==> src/rtl/generic_sram_ctrl.sv <==
// ============================================================================
// Module      : generic_sram_ctrl
// Description : Initiator-side controller for the single-ported generic_sram
//               macro. Turns a valid/ready request stream into SRAM chip-enable
//               cycles and captures one-cycle read data into an in-order
//               response queue. Credit accounting limits read issue so that
//               read data is never lost under response backpressure.
// Options     : SRAM_CTRL_RMW_EN - adds req_wstrb and byte-masked writes,
//               which are performed as a read-modify-write.
// Revision    : 1.0 - initial release
// ============================================================================
`default_nettype none
`timescale 1ns/1ps

module generic_sram_ctrl #(
  parameter  int WORD_W    = 32,
  parameter  int WORDS_N   = 256,
  parameter  int RSP_DEPTH = 3,
  localparam int ADDR_W    = $clog2(WORDS_N)
) (
  input  logic                clk,
  input  logic                arst_n,
  // request stream
  input  logic                req_vld,
  output logic                req_rdy,
  input  logic                req_rnw,
  input  logic [ADDR_W-1:0]   req_addr,
  input  logic [WORD_W-1:0]   req_wdata,
`ifdef SRAM_CTRL_RMW_EN
  input  logic [WORD_W/8-1:0] req_wstrb,
`endif
  // read response stream
  output logic                rsp_vld,
  input  logic                rsp_rdy,
  output logic [WORD_W-1:0]   rsp_rdata,
  // SRAM side
  output logic                sram_ce,
  output logic [ADDR_W-1:0]   sram_addr,
  output logic [WORD_W-1:0]   sram_din,
  output logic                sram_rnw,
  input  logic [WORD_W-1:0]   sram_dout
);

  localparam int PTR_W = (RSP_DEPTH > 1) ? $clog2(RSP_DEPTH) : 1;
  localparam int CNT_W = $clog2(RSP_DEPTH + 1);

  localparam logic [0:0] ST_IDLE   = 1'b0;
`ifdef SRAM_CTRL_RMW_EN
  localparam logic [0:0] ST_RMW_WR = 1'b1;
`endif

  logic [0:0]        r_state;
  logic [0:0]        w_state_nxt;
  logic              r_rdy_en;
  logic              r_inflight;
  logic [WORD_W-1:0] r_q [RSP_DEPTH];
  logic [PTR_W-1:0]  r_wptr;
  logic [PTR_W-1:0]  r_rptr;
  logic [CNT_W-1:0]  r_occ;
  logic              w_credit_ok;
  logic              w_acc;
  logic              w_rd_issue;
  logic              w_push;
  logic              w_pop;

  // Advance a queue pointer, wrapping at the (possibly non power of two) depth.
  function automatic logic [PTR_W-1:0] ptr_inc(input logic [PTR_W-1:0] ptr);
    return (ptr == PTR_W'(RSP_DEPTH - 1)) ? '0 : ptr + 1'b1;
  endfunction

  // A read accepted last cycle already owns a queue slot, so it counts
  // against the credit together with the current occupancy.
  assign w_credit_ok = (32'(r_occ) + 32'(r_inflight)) < 32'(RSP_DEPTH);
  assign req_rdy     = (r_state == ST_IDLE) && r_rdy_en && w_credit_ok;
  assign w_acc       = req_vld && req_rdy;

`ifdef SRAM_CTRL_RMW_EN
  logic [WORD_W/8-1:0] r_wstrb;
  logic [WORD_W-1:0]   r_wdata;
  logic [ADDR_W-1:0]   r_addr;
  logic [WORD_W-1:0]   w_merged;
  logic                w_strb_full;
  logic                w_strb_none;
  logic                w_rmw_start;

  assign w_strb_full = &req_wstrb;
  assign w_strb_none = ~|req_wstrb;

  // Merge latched write bytes over the word read back from the SRAM.
  generate
    for (genvar gi = 0; gi < WORD_W / 8; gi++) begin : g_merge
      assign w_merged[8*gi +: 8] = r_wstrb[gi] ? r_wdata[8*gi +: 8]
                                               : sram_dout[8*gi +: 8];
    end
  endgenerate

  // Hold the partial-write request for the second half of the RMW.
  always_ff @(posedge clk or negedge arst_n) begin
    if (!arst_n) begin
      r_wstrb <= '0;
      r_wdata <= '0;
      r_addr  <= '0;
    end else if (w_rmw_start) begin
      r_wstrb <= req_wstrb;
      r_wdata <= req_wdata;
      r_addr  <= req_addr;
    end
  end
`endif

  // Drive the SRAM from the accepted request (or the RMW write-back) and pick the next state.
  always_comb begin
    sram_ce     = 1'b0;
    sram_addr   = '0;
    sram_din    = '0;
    sram_rnw    = 1'b0;
    w_rd_issue  = 1'b0;
    w_state_nxt = r_state;
`ifdef SRAM_CTRL_RMW_EN
    w_rmw_start = 1'b0;
    if (r_state == ST_RMW_WR) begin
      sram_ce     = 1'b1;
      sram_addr   = r_addr;
      sram_din    = w_merged;
      sram_rnw    = 1'b0;
      w_state_nxt = ST_IDLE;
    end else
`endif
    if (w_acc) begin
      if (req_rnw) begin
        sram_ce    = 1'b1;
        sram_addr  = req_addr;
        sram_din   = req_wdata;
        sram_rnw   = 1'b1;
        w_rd_issue = 1'b1;
      end
`ifdef SRAM_CTRL_RMW_EN
      else if (w_strb_none) begin
        // Nothing to write: the request is consumed without an SRAM access.
        sram_ce = 1'b0;
      end else if (!w_strb_full) begin
        // Partial write: read the old word now, write the merge next cycle.
        sram_ce     = 1'b1;
        sram_addr   = req_addr;
        sram_din    = req_wdata;
        sram_rnw    = 1'b1;
        w_rmw_start = 1'b1;
        w_state_nxt = ST_RMW_WR;
      end
`endif
      else begin
        sram_ce   = 1'b1;
        sram_addr = req_addr;
        sram_din  = req_wdata;
        sram_rnw  = 1'b0;
      end
    end
  end

  // State, ready enable and the one-cycle read-in-flight marker.
  always_ff @(posedge clk or negedge arst_n) begin
    if (!arst_n) begin
      r_state    <= ST_IDLE;
      r_rdy_en   <= 1'b0;
      r_inflight <= 1'b0;
    end else begin
      r_state    <= w_state_nxt;
      r_rdy_en   <= 1'b1;
      r_inflight <= w_rd_issue;
    end
  end

  assign w_push    = r_inflight;
  assign w_pop     = rsp_vld && rsp_rdy;
  assign rsp_vld   = (r_occ != '0);
  assign rsp_rdata = r_q[r_rptr];

  // Response queue: capture SRAM data the cycle after a read, pop on handshake.
  always_ff @(posedge clk or negedge arst_n) begin
    if (!arst_n) begin
      for (int i = 0; i < RSP_DEPTH; i++) begin
        r_q[i] <= '0;
      end
      r_wptr <= '0;
      r_rptr <= '0;
      r_occ  <= '0;
    end else begin
      if (w_push) begin
        r_q[r_wptr] <= sram_dout;
        r_wptr      <= ptr_inc(r_wptr);
      end
      if (w_pop) begin
        r_rptr <= ptr_inc(r_rptr);
      end
      if (w_push && !w_pop) begin
        r_occ <= r_occ + 1'b1;
      end else if (w_pop && !w_push) begin
        r_occ <= r_occ - 1'b1;
      end
    end
  end

endmodule

`default_nettype wire

==> config.mk <==
export PLATFORM = sky130hd
export DESIGN_NAME = generic_sram_ctrl
export DESIGN_NICKNAME = d
export VERILOG_FILES = /design/src/rtl/generic_sram_ctrl.sv
export SDC_FILE = /design/constraint.sdc
export NUM_CORES = 1
export LEC_CHECK = 0
export ABC_AREA = 0
export CORE_MARGIN = 8
export CORE_UTILIZATION = 40
export DETAILED_ROUTE_END_ITERATION = 12
export PLACE_DENSITY = 0.74
export SETUP_SLACK_MARGIN = 0.02
export SYNTH_ARGS = -nofsm -noshare
export SYNTH_HDL_FRONTEND = slang
export SYNTH_SLANG_ARGS = --single-unit
==> constraint.sdc <==
create_clock -name clk -period 2.7 [get_ports clk]
set_input_delay 0.27 -clock clk [delete_from_list [all_inputs] [get_ports clk]]
set_output_delay 0.27 -clock clk [all_outputs]
set_load 0.01 [all_outputs]
# [Yosys cells after proc, flatten, opt, wreduce, memory -nomap -nowiden]
# Cells that the tools add are included.
[totals] output_inout_bits=76 word_cells=46 regBits=104 input_bits=77
[op_classes] n_eq_ne=2 bitwise=2 reduce_logical=10 addsub=5 mux=15 magnitude_cmp=4
[op_table] operator="$mux 32" count=4
[op_table] operator="$bwmux 96" count=1
[op_table] operator="$bmux 32 s2" count=1
[op_table] operator="$demux 32 s2" count=1
[op_table] operator="$mux 2" count=4
[op_table] operator="$mux 8" count=1
[op_table] operator="$add 2x1->2 const B" count=3
[op_table] operator="$ge 3x3->1 const B" count=2
[op_table] operator="$logic_and 1x1->1" count=6
[op_table] operator="$not 2->3" count=2
[op_table] operator="$eq 2x2->1 const B" count=2
[op_table] operator="$reduce_bool 2->1" count=2
[op_table] operator="$add 2x1->3" count=1
[op_table] operator="$lt 3x1->1 const B" count=1
[op_table] operator="$lt 3x2->1 const B" count=1
[op_table] operator="$mux 1" count=3
[op_table] operator="$logic_not 1->1" count=2
[op_table] operator="$sub 2x1->2 const B" count=1

# [Logic depth before layout (Yosys ltp)]
# Gate-level depths: netlist of the first run.
[logic_depth] word_depth=6 ltp_mapped=6 ltp_nobuf=5

# [Worst setup path before layout of the first run]
# No wires, ideal clock.
[synth_timing] path_kind="reg2out" start="reg r_inflight" end="out sram_din[22]" path_stages_with_launch=6 path_slack_ns=0.520 required_ns=2.430 arrival_time_ns=1.910 n_path_buf=1 cell_sequence="dfrtp_1 > ha_1 > ha_1 > a2111oi_2 > clkbuf_1 > and2_1"
[synth_between] elab_chain_cells=5
[synth_lines] element="start, declared" line="55" text="logic r_inflight;"
[synth_lines] element="start signal, assigned" line="169" text="r_inflight <= w_rd_issue;"
[synth_lines] element="$add 2x1->3" line="73" text="assign w_credit_ok = (32'(r_occ) + 32'(r_inflight)) < 32'(RSP_DEPTH);"
[synth_lines] element="$lt 3x2->1" line="73"
[synth_lines] element="$logic_and 1x1->1" line="74" text="assign req_rdy = (r_state == ST_IDLE) && r_rdy_en && w_credit_ok;"
[synth_lines] element="$logic_and 1x1->1" line="75" text="assign w_acc = req_vld && req_rdy;"
[synth_lines] element="$mux 32" line="129" text="if (w_acc) begin"
[synth_lines] element="end, declared" line="39" text="output logic [WORD_W-1:0] sram_din,"
# Every way passes these cells.

# [Worst setup path after layout of the first run]
[layout_timing] start="reg r_rptr[0]" end="out rsp_rdata[18]"
[layout_between] elab_chain_cells=4
[layout_lines] element="start, declared" line="58" text="logic [PTR_W-1:0] r_rptr;"
[layout_lines] element="start signal, assigned" line="193" text="r_rptr <= ptr_inc(r_rptr);"
[layout_lines] element="$not 2->3 (not written as such)" line="176" text="assign rsp_rdata = r_q[r_rptr];"
[layout_lines] element="$bmux 32 s2" line="176"
[layout_lines] element="$mux 32 (not written as such) (2 in a row)" line="176"
[layout_lines] element="end, declared" line="35" text="output logic [WORD_W-1:0] rsp_rdata,"
# Every way passes these cells. The select of a mux whose other input is x is not followed.

==> results of run 1 <==
-- worst max-delay path by stage --
stage | from | end | slack (ns)
2_1_floorplan | r_inflight | sram_din[22] | 0.52
3_3_place_gp | r_inflight | sram_din[24] | 0.23
3_5_place_dp | r_inflight | sram_din[30] | 0.19
4_1_cts | r_rptr[0] | rsp_rdata[18] | 0.1
5_1_grt | r_rptr[0] | rsp_rdata[12] | 0.03
6_report | r_rptr[0] | rsp_rdata[18] | 0.16
-- power groups by stage --
| stage | sequential (W) | clock [W] | combinational [W] |
|---|---|---|---|
| floorplan | 0.00265 | 0 | 0.00200 |
| global placement | 0.00278 | 0 | 0.00339 |
| detailed placement | 0.00283 | 0 | 0.00347 |
| CTS | 0.00281 | 0.00128 | 0.00344 |
| global route | 0.00292 | 0.00134 | 0.00368 |
| finish | 0.00282 | 0.00125 | 0.00337 |
-- registers in the layout (all words and copies together) (netlist names) --
register and count:
r_q 96, r_occ 2, r_rptr 2, r_wptr 2, r_inflight 1, r_rdy_en 1
-- final cells by class --
| class | count | area, µm² | area share, % |
|---|---|---|---|
| sequential | 104 | 2606 | 37.33 |
| multi-input combinational | 256 | 2251 | 32.24 |
| timing repair buffer | 167 | 1612 | 23.08 |
| clock buffer | 9 | 225.2 | 3.226 |
| tap | 168 | 210.2 | 3.011 |
| clock inverter | 7 | 62.56 | 0.8961 |
| inverter | 4 | 15.01 | 0.2151 |
-- per-stage QoR --
stage	util [%]	area (µm²)
floorplan	-	4985
global placement	55.62	6736
detailed placement	55.62	6736
CTS	57.62	6979
global route	57.64	6982
finish	57.64	6982
-- cell usage after synthesis, types with 2 or more instances --
| master | instances | area, µm² |
|---|---|---|
| nand2_1 | 33 | 123.9 |
| mux2_2 | 66 | 743.2 |
| mux2i_1 | 32 | 320.3 |
| dfrtp_1 | 104 | 2603 |
| mux2_4 | 30 | 450.4 |
| buf_2 | 13 | 65.06 |
| a21o_1 | 2 | 15.01 |
| and2_1 | 41 | 256.5 |
| xor2_1 | 2 | 17.52 |
| inv_1 | 3 | 11.26 |
| o21ai_0 | 34 | 170.2 |
| buf_6 | 4 | 45.04 |
| clkbuf_1 | 9 | 33.78 |
| ha_1 | 3 | 37.54 |
-- cells by family (layout without fill, tap and decap cells) --
group	Yosys count	after routing	share of synthesized area, %
compound gates	39	39	4.267
xor+xnor	3	3	0.5272
fa+ha+maj	3	3	0.7531
buf+inv	30	187	3.188
flops	104	104	52.21
mux	128	128	30.37
other cells	1	1	0.07523
simple gates	82	82	8.610
-- per-layer routing --
metal  track usage (%)  wire [µm]
met1             17.43       5000
met2             28.96       6483
met3             7.404       1300
met4             3.776        118
met5                 0          0
-- timing repair --
action / in CTS / in global routing
setup endpoints to repair: 42 / 8
resized for setup: 44 / 1
pin swaps: 1 / 0
==> run_results.csv, run 1 <==
group,metric,value,unit
placement,place_inst,699,
power_and_ir_drop,internal-power,0.005025,W
placement,port_buffers,152,
clock_network,tritoncts,"built",
worst_setup_path,end_kind,"output pin",
detailed_routing,dr.first_iter.drc_count,189,
yosys,async_flop_share,100.0,%
floorplan,num_rows,40,
grt,grt_max_degree,64,
sta,fmax,393.8,MHz
floorplan,core-area,0.01211,mm²
floorplan,initial_core_util,41.16,%
worst_setup_path,crit_cells,5,
yosys,yosysSeqAreaShare,52.21,%
worst_setup_path,startpoint_type,"flop",
yosys,avgSynthCellArea,12.78,µm²
clock_network,insertion_delay,0.34,ns
sta,setup_viol,0,
sta,worstMarginPinSlew,0.9763,ns
placement,dp_hpwl,9.481,mm
worst_setup_path,path_cells,"nor2b_2 > buf_4 > nand2_1 > o21ai_0 > clkdlybuf4s50_1",
layout,insertedDiodeCount,0,
sta,slew_viol_final,0,
sta,whs,0.02560,ns
yosys,syn_inst,390,
yosys,synth-main-ff-cell,"dfrtp_1",
worst_setup_path,cp_data_required_time,2.43,ns
sta,finalHoldViolCount,0,
sta,maxSlewHeadroom,34.84,%
detailed_routing,dr.pass1.iters,3,
grt,gr-total-overflow,0,
yosys,synth_area,0.004985,mm²
outcome,status,"completed",
yosys,synth_nets,470,
placement,post-place-ws,0.1867,ns
detailed_routing,avgViaCountPerCell,4.912,
clock_network,ctsHoldBuffers,0,
clock_network,cts.clk_slew.worst_paths,0.07,ns
worst_setup_path,regToRegStartpoint,"r_wptr[1]",
min_path,hold_path_class,"input pin to async pin",
placement,finalWeightedCongestion,0.7769,
power_and_ir_drop,p_seq_share,37.9,%
detailed_routing,routedWlPerCell,18.04,µm
detailed_routing,wirelength,12.90,mm
layout,drive_above_1_share,24.86,%
clock_network,clockBufferDepth,2,
floorplan,die_w,127.6,µm
layout,fillers,1029,
worst_setup_path,reg2reg_slack,0.73,ns
layout,syn_to_final_growth,40.06,%
power_and_ir_drop,powerDensity,1065,mW/mm²
clock_network,postCtsSetupBuffers,0,
layout,num-nets-final,622,
worst_setup_path,path_max_fanout,24,
sta,fin_setup_tns,0,ns
detailed_routing,antenna_left,0,
clock_network,htree_levels,3,
worst_setup_path,cp_top_family,"buffers and inverters",
yosys,netlist-cell-type-count,28,
layout,layout_common_cells,"clkdlybuf4s50_1 (109), dfrtp_1 (103), mux2_2 (66)",
yosys,yosys_warnings,0,
worst_setup_path,rr_endpoint,"r_q[57]",
detailed_routing,drcViolationCount,0,
worst_setup_path,arrival,2.27,ns
grt,track_usage,16.35,%
power_and_ir_drop,power_switching_share,32.40,%
yosys,synth_enable_flop_cells,0,
floorplan,die_h,127.6,µm
power_and_ir_drop,clockPowerShare,16.8,%
sta,min_period,2.539,ns
sta,clock_skew,0.009306,ns
power_and_ir_drop,combPwrFrac,45.3,%
worst_setup_path,slowest_delay,0.63,ns
grt,antenna_found_initial,0,
power_and_ir_drop,ir_drop,0.4077,mV
clock_network,cts.sinks,104,
detailed_routing,vias,3512,
worst_setup_path,cp_num_buf_inv,2,
clock_network,cts-root-buf,"clkbuf_16",
worst_setup_path,rr_worst_depth,3,
grt,grt_pass1_wl,21.12,mm
floorplan,ioPinCount,153,
clock_network,cts_buffers,9,
run,cap_violations,0,
power_and_ir_drop,p_leak,3.211,nW
power_and_ir_drop,p_sw,0.002408,W
layout,layout_commonest_cell,"clkdlybuf4s50_1",
worst_setup_path,slowest_stage,"dfrtp_4",
sta,fin_ws,0.1609,ns
floorplan,die_area,0.01629,mm²
sta,timing.final.crit_share,94.04,%
grt,grt_pass1_vias,3992,
sta,rsz0062_at_grt,"no",
power_and_ir_drop,power,0.007433,W
worst_setup_path,worst-setup-path-type,"flop to output pin",
layout,finalNonFillerCells,715,
yosys,ys_seq_elements,104,
Note: power is estimated with default switching activity, not from simulation.
==> run 2: changes to the inputs <==
- CORE_UTILIZATION: 40 -> 47
- PLACE_DENSITY: 0.74 -> 0.84
- SETUP_SLACK_MARGIN: 0.02 -> 0.2
- TNS_END_PERCENT: default -> 10
==> run_results.csv, run 2 (synthesis results as in run 1) <==
group,metric,value,unit
detailed_routing,antenna_left,0,
floorplan,die_h,119.0,µm
placement,dp_hpwl,9.775,mm
worst_setup_path,path_cells,"ha_2 > ha_4 > a2111oi_4 > buf_4 > buf_16 > buf_8 > buf_6 > and2_4 > buf_6",
power_and_ir_drop,ir_drop,0.5100,mV
worst_setup_path,arrival,2.31,ns
layout,top_register,"r_q",
layout,num-nets-final,640,
layout,insertedDiodeCount,0,
sta,clock_skew,0.009522,ns
sta,maxSlewHeadroom,55.76,%
clock_network,htree_levels,3,
worst_setup_path,startpoint_type,"flop",
clock_network,clockBufferDepth,2,
grt,grt_pass1_vias,4085,
clock_network,cts.sinks,104,
clock_network,tritoncts,"built",
sta,fmax,388.1,MHz
floorplan,initial_core_util,48.29,%
floorplan,die_area,0.01416,mm²
sta,setup_viol,0,
worst_setup_path,slowest_stage,"dfrtp_1",
detailed_routing,wirelength,13.71,mm
grt,grt_max_degree,54,
floorplan,num_rows,37,
layout,layout_commonest_cell,"clkdlybuf4s50_1",
worst_setup_path,slowest_delay,0.40,ns
layout,final_util,67.57,%
sta,timing.final.crit_share,95.42,%
detailed_routing,drcViolationCount,0,
min_path,hold_path_class,"input pin to async pin",
floorplan,die_w,119.0,µm
power_and_ir_drop,powerDensity,1056,mW/mm²
worst_setup_path,path_max_fanout,4,
grt,track_usage,19.38,%
detailed_routing,dr.pass1.iters,5,
worst_setup_path,cp_common_cell,"buf_6",
sta,fin_setup_tns,0,ns
worst_setup_path,cp_top_family,"buffers and inverters",
grt,grt_pass1_wl,21.80,mm
power_and_ir_drop,power,0.007365,W
detailed_routing,vias,3584,
sta,finalHoldViolCount,0,
worst_setup_path,cp_data_required_time,2.43,ns
placement,place_inst,671,
sta,slew_viol_final,0,
worst_setup_path,end_kind,"output pin",
grt,gr-total-overflow,0,
outcome,status,"completed",
detailed_routing,avgViaCountPerCell,5.113,
grt,antenna_found_initial,0,
layout,largest_register_ffs,96,
layout,finalNonFillerCells,701,
detailed_routing,routedWlPerCell,19.56,µm
sta,worstMarginPinSlew,0.6636,ns
power_and_ir_drop,p_leak,3.195,nW
clock_network,cts_buffers,9,
worst_setup_path,worst-setup-path-type,"flop to output pin",
worst_setup_path,cp_num_buf_inv,5,
sta,rsz0062_at_grt,"yes",
run,cap_violations,0,
placement,finalWeightedCongestion,0.8602,
layout,fin_area,0.006975,mm²
floorplan,ioPinCount,153,
layout,syn_to_final_growth,39.93,%
placement,postPlaceCellArea,0.006714,mm²
layout,drive_above_1_share,35.58,%
sta,min_period,2.576,ns
detailed_routing,dr.first_iter.drc_count,232,
clock_network,cts.clk_slew.worst_paths,0.09,ns
layout,layout_common_cells,"clkdlybuf4s50_1 (106), dfrtp_1 (103), mux2_2 (66)",
placement,port_buffers,152,
clock_network,cts-root-buf,"clkbuf_8",
clock_network,insertion_delay,0.37,ns
floorplan,core-area,0.01032,mm²
-- run 2: changes by cell type in the layout (fill, tap and decap cells not counted), sizes merged --
cell and change:
clkinv -1, dlygate4sd3 +1, clkbuf +3, dlygate4sd2 -39
inv -1, bufinv +1, clkdlybuf4s50 -3, buf +55
clkdlybuf4s15 +2
-- run 2: routing by layer --
metal	vias to the layer above	wire length, µm	global-route usage [%]
met3	11	1170	7.322
met2	141	7082	34.39
met4	0	192	6.008
li1	1680	-	-
met5	-	0	0
met1	1752	5267	20.95
-- run 2: layout make-up --
type / instances / area [µm²]
fillers: 748 / 3348
flip-flops and latches: 104 / 2606
clock buffers: 10 / 137.6
multi-input cells: 256 / 2283
clock inverters: 6 / 73.82
repair buffers: 185 / 1689
well taps: 136 / 170.2
inverters: 4 / 15.01
-- run 2: worst paths after layout --
path | startpoint | to | slack, ns | cells past startpoint
worst max-delay path | r_inflight | sram_addr[4] | 0.12 | 9
worst min-delay path | arst_n | r_q[1] | 0.48 | 2
worst max register to register | r_inflight | r_q[19] | 0.62 | 5
worst min register to register | r_q[91] | r_q[91] | 0.51 | 1
max in group asynchronous | arst_n | r_q[39] | 1.48 | 3
min in group clk | r_q[91] | r_q[91] | 0.51 | 1
-- run 2: what timing repair did --
item,4_1_cts,5_1_grt
pin swaps,3,2
hold buffers,1,0
setup buffers,7,1
hold endpoints to repair,50,0
resized for setup,180,10
endpoints found under the setup margin,64,48
gates cloned,3,2
-- run 2: per-stage QoR --
step	setup WS (ns)	hold WS (ns)
floorplan	0.5200	-0.02559
finish	0.1237	0.4778
global placement	0.1747	0.3382
detailed placement	0.1018	0.3444
CTS	0.001138	0.4851
global route	0.03631	0.5168
-- run 2: where the power goes --
| group | switching (W) | internal (W) |
|---|---|---|
| registers | 0.000486 | 0.00234 |
| clock network | 0.000536 | 0.000465 |
| logic | 0.00140 | 0.00214 |
==> run 3: changes to the inputs <==
- CTS_BUF_LIST: default -> sky130_fd_sc_hd__clkbuf_4 sky130_fd_sc_hd__clkbuf_8 sky130_fd_sc_hd__clkbuf_16
- MAX_ROUTING_LAYER: default -> met4
==> run_results.csv, run 3 (synthesis results as in run 1) <==
group,metric,value,unit
detailed_routing,dr.first_iter.drc_count,238,
worst_setup_path,arrival,2.31,ns
layout,largest_register_ffs,96,
grt,gr-total-overflow,0,
placement,finalWeightedCongestion,0.8740,
sta,maxSlewHeadroom,55.15,%
run,cap_violations,0,
power_and_ir_drop,powerDensity,1055,mW/mm²
clock_network,clockBufferDepth,2,
grt,grt_pass1_wl,21.79,mm
grt,track_usage,20.00,%
detailed_routing,wirelength,13.67,mm
worst_setup_path,cp_top_family,"buffers and inverters",
worst_setup_path,worst-setup-path-type,"flop to output pin",
clock_network,insertion_delay,0.37,ns
power_and_ir_drop,ir_drop,0.5095,mV
clock_network,tritoncts,"built",
layout,drive_above_1_share,35.58,%
floorplan,ioPinCount,153,
detailed_routing,avgViaCountPerCell,5.117,
floorplan,initial_core_util,48.29,%
worst_setup_path,startpoint_type,"flop",
power_and_ir_drop,p_leak,3.195,nW
detailed_routing,dr.pass1.iters,4,
worst_setup_path,regToRegStartpoint,"r_inflight",
floorplan,die_w,119.0,µm
worst_setup_path,end_kind,"output pin",
placement,postPlaceCellArea,0.006714,mm²
layout,insertedDiodeCount,0,
clock_network,htree_levels,3,
grt,grt_max_degree,54,
detailed_routing,vias,3587,
layout,top_register,"r_q",
worst_setup_path,cp_common_cell,"buf_6",
worst_setup_path,cp_num_buf_inv,5,
sta,setup_viol,0,
detailed_routing,drcViolationCount,0,
worst_setup_path,rr_endpoint,"r_q[19]",
worst_setup_path,path_max_fanout,4,
worst_setup_path,rr_worst_depth,5,
placement,post-place-ws,0.1018,ns
layout,syn_to_final_growth,39.93,%
floorplan,num_rows,37,
placement,port_buffers,152,
floorplan,die_area,0.01416,mm²
sta,worstMarginPinSlew,0.6728,ns
layout,finalNonFillerCells,701,
worst_setup_path,cp_data_required_time,2.43,ns
floorplan,core-area,0.01032,mm²
sta,min_period,2.576,ns
clock_network,cts.sinks,104,
sta,rsz0062_at_grt,"yes",
sta,fmax,388.2,MHz
grt,antenna_found_initial,0,
grt,grt_pass1_vias,4088,
clock_network,cts-root-buf,"clkbuf_8",
worst_setup_path,path_cells,"ha_2 > ha_4 > a2111oi_4 > buf_4 > buf_16 > buf_8 > buf_6 > and2_4 > buf_6",
placement,dp_hpwl,9.775,mm
layout,fillers,748,
worst_setup_path,reg2reg_slack,0.62,ns
sta,fin_setup_tns,0,ns
floorplan,die_h,119.0,µm
detailed_routing,routedWlPerCell,19.50,µm
outcome,status,"completed",
placement,place_inst,671,
sta,finalHoldViolCount,0,
sta,clock_skew,0.008268,ns
layout,layout_commonest_cell,"clkdlybuf4s50_1",
sta,fin_ws,0.1239,ns
layout,fin_area,0.006975,mm²
worst_setup_path,crit_cells,9,
sta,timing.final.crit_share,95.41,%
sta,slew_viol_final,0,
clock_network,cts_buffers,9,
layout,layout_common_cells,"clkdlybuf4s50_1 (106), dfrtp_1 (103), mux2_2 (66)",
worst_setup_path,slowest_stage,"dfrtp_1",
detailed_routing,antenna_left,0,
worst_setup_path,slowest_delay,0.40,ns
min_path,hold_path_class,"input pin to async pin",
layout,num-nets-final,640,
clock_network,cts.clk_slew.worst_paths,0.10,ns
-- run 3: cell counts in the layout (fill, tap and decap cells not counted) --
No cell type changed its count.
-- run 3: worst max-delay path by stage --
| stage | start | end |
|---|---|---|
| floorplan | r_inflight | sram_din[22] |
| global placement | r_occ[0] | sram_din[17] |
| detailed placement | r_occ[0] | sram_din[10] |
| CTS | r_inflight | sram_din[10] |
| global route | r_occ[0] | sram_addr[4] |
| finish | r_inflight | sram_addr[4] |
-- run 3: timing repair --
action / in CTS / in global routing
pin swaps: 3 / 2
gates cloned: 3 / 2
gates resized for setup: 180 / 11
endpoints found under the setup margin: 64 / 48
hold endpoints to repair: 50 / 0
setup buffers: 7 / 1
hold buffers: 1 / 0
-- run 3: per-layer routing --
| metal | vias up | wire length (µm) | GRT usage [%] |
|---|---|---|---|
| met5 | - | 0 | - |
| met4 | 0 | 135 | 6.245 |
| met3 | 9 | 985 | 5.243 |
| met2 | 156 | 7143 | 34.53 |
| met1 | 1748 | 5406 | 22.16 |
| li1 | 1674 | - | - |
-- run 3: area by class of cell --
cell class | instances | area [µm²] | share of cell area (%)
Multi-Input combinational cell | 256 | 2283 | 32.74
Tap cell | 136 | 170.2 | 2.439
Clock inverter | 6 | 73.82 | 1.058
Timing Repair Buffer | 185 | 1689 | 24.22
Sequential cell | 104 | 2606 | 37.36
Inverter | 4 | 15.01 | 0.2152
Clock buffer | 10 | 137.6 | 1.973
-- run 3: per-stage QoR --
step	power [W]	util (%)	hold slack (ns)
2_1_floorplan	0.004645	-	-0.02559
3_3_place_gp	0.006173	65.03	0.3382
3_5_place_dp	0.006319	65.03	0.3444
4_1_cts	0.007395	66.94	0.4851
5_1_grt	0.007847	67.57	0.5181
6_report	0.007360	67.57	0.4785
-- run 3: power by group --
group,total [W],internal [W],switching [W],leakage [nW]
combinational,0.00354,0.00214,0.00140,1.86
clock,0.00100,0.000466,0.000536,0.107
sequential,0.00282,0.00234,0.000486,1.23
total,0.00736,0.00494,0.00242,3.19
-- run 3: worst register-to-register path, delay by kind of cell, from the launching register on --
family,cells,cell delay [ns]
buffers and inverters,3,0.55
DFF,1,0.37
muxes,1,0.31
and+or+nand+nor,1,0.74
